<file path="src/rtl/fifo_reader.sv">
// Read-side drain controller: issues FIFO read strobes and returns the words on a
// registered valid/ready stream through an output register plus one skid register.
module fifo_reader #(
    parameter int WIDTH = 3,
    parameter int CNT_W = 8
) (
    input  logic             clk,
    input  logic             rst,
    input  logic             enable,
    input  logic             empty,
    output logic             read_en,
    input  logic [WIDTH-1:0] data_out,
    output logic             m_valid,
    input  logic             m_ready,
    output logic [WIDTH-1:0] m_data,
    output logic [CNT_W-1:0] rd_count
);

    typedef enum logic [1:0] {
        EMPTY = 2'd0,
        ONE   = 2'd1,
        FULL  = 2'd2
    } occ_t;

    occ_t             state;
    occ_t             state_next;
    logic             inflight;
    logic             pop;
    logic             capture;
    logic [2:0]       held;
    logic [WIDTH-1:0] skid_data;

    // State register: occupancy, in-flight marker, registered valid and handshake count
    always_ff @(posedge clk) begin
        if (rst) begin
            state    <= EMPTY;
            inflight <= 1'b0;
            m_valid  <= 1'b0;
            rd_count <= '0;
        end else begin
            assert (!(state == FULL && capture && !pop))
                else $error("fifo_reader: capture with no free slot");
            state    <= state_next;
            inflight <= read_en;
            m_valid  <= (state_next != EMPTY);
            if (pop) begin
                rd_count <= rd_count + 1'b1;
            end
        end
    end

    // Next-state: capture adds a word, pop removes one, both together cancel
    always_comb begin
        state_next = state;
        case (state)
            EMPTY: if (capture) state_next = ONE;
            ONE: begin
                if (capture && !pop) begin
                    state_next = FULL;
                end else if (!capture && pop) begin
                    state_next = EMPTY;
                end
            end
            FULL:    if (pop && !capture) state_next = ONE;
            default: state_next = EMPTY;
        endcase
    end

    // Outputs: a read is only issued when a slot is guaranteed when its word returns
    always_comb begin
        pop     = m_valid && m_ready;
        capture = inflight;
        held    = {1'b0, state} + {2'b00, inflight} - {2'b00, pop};
        read_en = !rst && enable && !empty && (held < 3'd2);
    end

    // Output register: the skid word always takes precedence over a fresh capture
    always_ff @(posedge clk) begin
        if (rst) begin
            m_data <= '0;
        end else if (state == FULL && pop) begin
            m_data <= skid_data;
        end else if (capture && (state == EMPTY || pop)) begin
            m_data <= data_out;
        end
    end

    always_ff @(posedge clk) begin
        if (capture && ((state == ONE && !pop) || (state == FULL && pop))) begin
            skid_data <= data_out;
        end
    end

endmodule

</file>
<file path="config.mk">
export PLATFORM = sky130hd
export DESIGN_NAME = fifo_reader
export DESIGN_NICKNAME = d
export VERILOG_FILES = /design/src/rtl/fifo_reader.sv
export SDC_FILE = /design/constraint.sdc
export NUM_CORES = 1
export LEC_CHECK = 0
export ABC_AREA = 0
export CAP_MARGIN = 30
export CORE_MARGIN = 2
export CORE_UTILIZATION = 52
export DETAILED_ROUTE_END_ITERATION = 16
export GPL_TIMING_DRIVEN = 0
export PLACE_DENSITY = 0.86
export SLEW_MARGIN = 0
export SYNTH_ARGS = -nofsm -noshare
export SYNTH_HDL_FRONTEND = slang
export SYNTH_SLANG_ARGS = --single-unit
</file>
<file path="constraint.sdc">
create_clock -name clk -period 8.8 [get_ports clk]
set_clock_uncertainty 0.15 [all_clocks]
set_input_delay 2.64 -clock clk [delete_from_list [all_inputs] [get_ports clk]]
set_output_delay 2.64 -clock clk [all_outputs]
set_load 0.03 [all_outputs]
</file>
==> flow_summary.yaml, run 1 <==
grt:
  overflow: 0
  grt_max_degree: 11
  grt_pass1_wl_um: 2800
  grtUsageTotal_pct: 18.5
  antenna_found_initial: 0
  first_global_vias: 672
clocking:
  clk_latency_ns: 0.29
  clk_pin_slew_worst_paths_ns: 0.10
  ctsHoldBuffers: 0
  clk_path_buf_depth: 2
  htreeDepth: 1
  cts_root_buffer: "clkbuf_4"
  cts_resized: 0
  numCtsBuffers: 3
  clock-sinks: 18
  cts_tree: "yes"
  cts_setup_buffers: 0
synth:
  synth.avg_cell_area_um2: 9.16
  synth_top_area_share_pct: 32.8
  synth.top_cells.by_area: "dfxtp_1 33%, edfxtp_1 9.8%, a21oi_1 4.9%, nand2_1 4.1%, o41ai_1 2.9%"
  synth-simple-area-share_pct: 24.2
  synthesis.nets: 111
  yosysTopAreaCell: "dfxtp_1"
  ys_seq_area_share_pct: 42.6
  ys_ff_latch: 18
  synth_top_family_by_area: "simple AND/OR/NAND/NOR gates"
  synth-adder-area-share_pct: 4.92
  synth_warnings: 0
  muxShareOfSynthArea_pct: 1.09
  synth_flop_cell: "dfxtp_1"
  synth-edff-count: 3
  synth_compound_area_share_pct: 19.1
  ys_types: 39
  syn_inst: 100
  synth-async-reset-ratio_pct: 0
  syn_area_um2: 916
  synthXorXnorAreaFrac_pct: 2.87
timing:
  fin_crit_sh_pct: 86.6
  rsz0062_at_grt: "false"
  hold_ws_ns: 0.350
  relSlewSlack_pct: 69.6
  drv_slew: 0
  hold_viol_final: 0
  clock.fmax_ghz: 0.131
  fin_crit_ns: 7.62
  setup_tns_ns: 0
  tightest_slew_ns: 0.456
  setup_viol: 0
layout:
  fillers: 140
  drive_gt1_share_pct: 8.13
  final_common_cell: "clkdlybuf4s50_1"
  fin_nets: 135
  area_delta_synth_final_pct: 26.0
  final_cell_mix: "19 x clkdlybuf4s50_1, 15 x dfxtp_1, 10 x nand2_1"
  num_antenna_cells: 0
floorplanning:
  boundaryPins: 21
  core.rowCount: 15
  core_area_um2: 1690
  die_h_um: 46.0
  die_w_um: 46.0
  initial_core_util_pct: 54.2
  die_area_um2: 2110
routing:
  drc_errors: 0
  dr.pass1.iters: 4
  via_per_inst: 5.94
  wl_per_cell_um: 13.0
  vias: 831
  highest_layer: "met4"
  route.met3.wl_um: 50
  routed-wl-met2_um: 924
  wirelength_um: 1820
  postRouteAntennaNets: 0
  drtIter0Drc: 14
  met1_length_um: 831
worst_setup_path:
  timing.critical_path.to_type: "output port"
  path_delay_family: "buffers and inverters"
  worstPathRequired_ns: 6.01
  crit_fanout: 10
  worstPathBufferInverterCount: 3
  path_class: "input pin to output port"
  arrival_ns: 4.83
  reg2reg_depth: 7
  cp_slowest_cell: "clkdlybuf4s50_1"
  max_stage_delay_ns: 0.71
  crit_cells: 8
  critical_path.cell_chain: "buf_2 -> and3b_1 -> clkbuf_1 -> o21ai_0 -> fa_1 -> nand2_1 -> nor4_1 -> clkdlybuf4s50_1"
  startpoint_type: "input pin"
power:
  p_leak_nw: 0.420
  powerDensity_nw_per_um2: 129
  ir_drop_uv: 104
  p_int_mw: 0.112
  seq_power_share_pct: 58.6
  p_sw_share_pct: 25.0
  p_comb_share_pct: 13.8
  p_switching_mw: 0.0374
  clock_power_share_pct: 27.6
placed_design:
  place.gp.congestion: 0.805
  port_buffers: 19
  hpwl_um: 1410
job:
  drv_cap: 0
worst_hold_path:
  holdPathStages: 2
  min_path_type: "register to register"
run_status:
  status: "complete, no violations"
==> worst register-to-register path, cell delays in order (launching register included) <==
cell	delay, ns
dfxtp_1	0.34
buf_4	0.16
and3b_1	0.16
clkbuf_1	0.20
o21ai_0	0.15
fa_1	0.50
nand2_1	0.07
nor4_1	0.23
==> final cells by class <==
| class | instances | area [um^2] | share of cell area, % |
|---|---|---|---|
| buffer | 6 | 36.3 | 3.15 |
| clock buffer | 3 | 22.5 | 1.95 |
| clock inverter | 1 | 3.75 | 0.325 |
| inverter | 3 | 11.3 | 0.976 |
| multi-input combinational | 73 | 478 | 41.4 |
| sequential | 18 | 390 | 33.8 |
| tap | 17 | 21.3 | 1.84 |
| timing repair buffer | 19 | 190 | 16.5 |
==> per-stage QoR <==
step | setup slack, ns | utilization [%] | power [mW] | cell area (um^2) | instances
final | 1.18 | 68.3 | 0.149 | 1150 | 140
after global routing | 0.986 | 68.3 | 0.156 | 1150 | 140
after CTS | 1.14 | 68.3 | 0.150 | 1150 | 140
after detailed placement | 1.16 | 66.7 | 0.110 | 1130 | 136
after global placement | 1.18 | 66.7 | 0.109 | 1130 | 136
after floorplan | 1.25 | - | 0.101 | 916 | 100
==> layer usage <==
metal	global-route usage, %	vias up
met4	6.86	0
li1	-	418
met1	24.0	393
met3	3.57	4
met5	0	-
met2	30.0	16
==> state kept, by name (all words and copies together) (netlist names) <==
signal and flops:
state 2, rd_count 8, m_data 3, m_valid 1, capture 1, skid_data 3
==> final timing paths <==
check,slack [ns],to,start
setup / recovery,1.18,read_en,m_ready
hold / removal,0.35,rd_count[1]$_SDFFE_PP0P_,rd_count[1]$_SDFFE_PP0P_
setup reg to reg,6.75,capture$_SDFF_PP0_,m_valid$_SDFF_PP0_
hold reg to reg,0.35,rd_count[1]$_SDFFE_PP0P_,rd_count[1]$_SDFFE_PP0P_
==> power groups by stage <==
stage                     combinational, mW  clock (mW)  sequential [mW]
after floorplan                     0.00966           0           0.0917
after global placement               0.0201           0           0.0892
after detailed placement             0.0205           0           0.0894
after CTS                            0.0206      0.0416           0.0875
after global routing                 0.0222      0.0459           0.0878
final                                0.0206      0.0412           0.0875
==> synth_stat cells, types with 3 or more instances <==
master,count
a21oi_1,9
a31oi_1,3
dfxtp_1,15
edfxtp_1,3
inv_1,3
nand2_1,10
nand3_1,3
nor2_1,5
nor2b_1,3
o21ai_0,5
o41ai_1,3
==> logic make-up after synthesis <==
logic type / count (synthesis)
AND/OR/NAND/NOR: 39
AO/OA/AOI/OAI: 27
flip-flops: 18
buffers and inverters: 9
XOR/XNOR: 3
adder cells (fa/ha/maj): 3
multiplexers: 1
Power figures use the tool's default switching activity.
==> run 2: changes to the inputs <==
--- a/config.mk
+++ b/config.mk
@@ -8,10 +8,10 @@
 export ABC_AREA = 0
 export CAP_MARGIN = 30
 export CORE_MARGIN = 2
-export CORE_UTILIZATION = 52
+export CORE_UTILIZATION = 48
 export DETAILED_ROUTE_END_ITERATION = 16
 export GPL_TIMING_DRIVEN = 0
-export PLACE_DENSITY = 0.86
+export PLACE_DENSITY = 0.81
 export SLEW_MARGIN = 0
 export SYNTH_ARGS = -nofsm -noshare
 export SYNTH_HDL_FRONTEND = slang
==> constraint.sdc (replaced) <==
create_clock -name clk -period 7.5 [get_ports clk]
set_clock_uncertainty 0.15 [all_clocks]
set_input_delay 2.25 -clock clk [delete_from_list [all_inputs] [get_ports clk]]
set_output_delay 2.25 -clock clk [all_outputs]
set_load 0.03 [all_outputs]
==> run 2 against run 1 <==
Worst setup slack worse by 0.59 ns. Clock power is 20% higher. Critical path type unchanged. Non-clock buffer count stayed put. Sequential power is 18% higher. Critical path depth stayed put. Core utilization is 2.3 points lower. First-iteration DRC count is 43% higher. Global-route usage is 1.8 points higher. Via count is 1.1% higher. Largest power group unchanged.
==> flow_summary.yaml, run 2 (synthesis results as in run 1) <==
floorplanning:
  initial_core_util_pct: 51.9
  die_area_um2: 2270
  die_h_um: 47.7
  boundaryPins: 21
  die_w_um: 47.7
  core.rowCount: 15
  core_area_um2: 1760
timing:
  hold_ws_ns: 0.344
  setup_tns_ns: 0
  rsz0062_at_grt: "false"
  setup_viol: 0
  fin_crit_sh_pct: 92.2
  fin_crit_ns: 6.91
  tightest_slew_ns: 0.497
  relSlewSlack_pct: 66.9
  clock.fmax_ghz: 0.145
  hold_viol_final: 0
  drv_slew: 0
layout:
  largest_register_ffs: 8
  drive_gt1_share_pct: 8.13
  final_area_um2: 1160
  top_register: "rd_count"
  fillers: 159
  top_regs: "rd_count: 8 flops, m_data: 3 flops, skid_data: 3 flops"
  seqCellArea_um2: 390
  final_cell_mix: "19 x clkdlybuf4s50_1, 15 x dfxtp_1, 10 x nand2_1"
  area_delta_synth_final_pct: 27.0
  num_antenna_cells: 0
  final_common_cell: "clkdlybuf4s50_1"
  fin_nets: 135
  multiInputGateArea_um2: 478
clocking:
  htreeDepth: 1
  cts_setup_buffers: 0
  cts_root_buffer: "clkbuf_4"
  ctsHoldBuffers: 0
  clock-sinks: 18
  clk_pin_slew_worst_paths_ns: 0.09
  clk_path_buf_depth: 2
  clk_latency_ns: 0.29
  numCtsBuffers: 3
  cts_resized: 0
  cts_tree: "yes"
worst_setup_path:
  path_class: "input pin to output port"
  arrival_ns: 4.51
  timing.critical_path.to_type: "output port"
  crit_fanout: 10
  startpoint_type: "input pin"
  worstPathRequired_ns: 5.10
routing:
  wirelength_um: 1870
  wl_per_cell_um: 12.6
  vias: 840
  drtIter0Drc: 20
  dr.pass1.iters: 4
  drc_errors: 0
  via_per_inst: 5.68
  postRouteAntennaNets: 0
power:
  total_power_mw: 0.176
  p_int_mw: 0.133
  powerDensity_nw_per_um2: 152
  p_leak_nw: 0.420
  p_switching_mw: 0.0437
  p_comb_share_pct: 13.8
  seq_power_share_pct: 58.2
  clock_power_share_pct: 28.0
  ir_drop_uv: 152
  p_sw_share_pct: 24.8
placed_design:
  place.gp.congestion: 0.816
  placed_area_um2: 1140
  hpwl_um: 1390
  port_buffers: 19
grt:
  overflow: 0
  met2_usage_pct: 33.6
  grt_max_degree: 11
  gr-usage-met1_pct: 24.1
  use_met3_pct: 6.79
  first_global_vias: 727
  grtUsageTotal_pct: 20.3
  grt_pass1_wl_um: 3180
  gr-max-usage-layer: "met2"
  antenna_found_initial: 0
run_status:
  status: "complete, no violations"
job:
  drv_cap: 0
worst_hold_path:
  min_path_type: "register to register"
-- run 2: cell count changes in the layout (fill, tap and decap cells not counted) --
cell      previous run  this run
clkbuf_1             2         3
clkinv_1             1         0
-- run 2: path summary, 6_finish.rpt --
check,slack [ns],end,startpoint,depth (start not counted)
max reg2reg,5.47,capture$_SDFF_PP0_,m_valid$_SDFF_PP0_,7
min,0.34,rd_count[7]$_SDFFE_PP0P_,rd_count[7]$_SDFFE_PP0P_,2
min reg2reg,0.34,rd_count[7]$_SDFFE_PP0P_,rd_count[7]$_SDFFE_PP0P_,2
max,0.59,read_en,m_ready,8
-- run 2: critical path, cell delays in order --
cell,delay (ns)
buf_2,0.17
and3b_1,0.17
clkbuf_1,0.22
o21ai_0,0.15
fa_1,0.50
nand2_1,0.07
nor4_1,0.25
clkdlybuf4s50_1,0.72
-- run 2: layer usage --
layer | part of all wire [%] | vias to the layer above
met5 | 0 | -
met4 | 1.3 | 0
met3 | 4.0 | 4
met2 | 48 | 20
met1 | 47 | 391
li1 | - | 425
-- run 2: power groups by stage --
stage	combinational [mW]	sequential, mW	clock (mW)
detailed placement	0.0243	0.105	0
finish	0.0243	0.103	0.0494
global placement	0.0237	0.105	0
global route	0.0262	0.103	0.0559
CTS	0.0243	0.103	0.0506
floorplan	0.0113	0.108	0
-- run 2: layout make-up --
| cell class | count | area share [%] |
|---|---|---|
| Multi-Input combinational cell | 73 | 41.1 |
| Sequential cell | 18 | 33.5 |
| Timing Repair Buffer | 19 | 16.3 |
| Buffer | 6 | 3.12 |
| Tap cell | 25 | 2.69 |
| Clock buffer | 4 | 2.26 |
| Inverter | 3 | 0.968 |
-- run 2: metrics by stage --
| stage | std cells | utilization, % | setup WS [ns] |
|---|---|---|---|
| final | 148 | 66.0 | 0.589 |
| after global routing | 148 | 66.0 | 0.439 |
| after CTS | 148 | 66.0 | 0.557 |
| after detailed placement | 144 | 64.5 | 0.577 |
| after global placement | 144 | 64.5 | 0.652 |
| after floorplan | 100 | - | 0.730 |
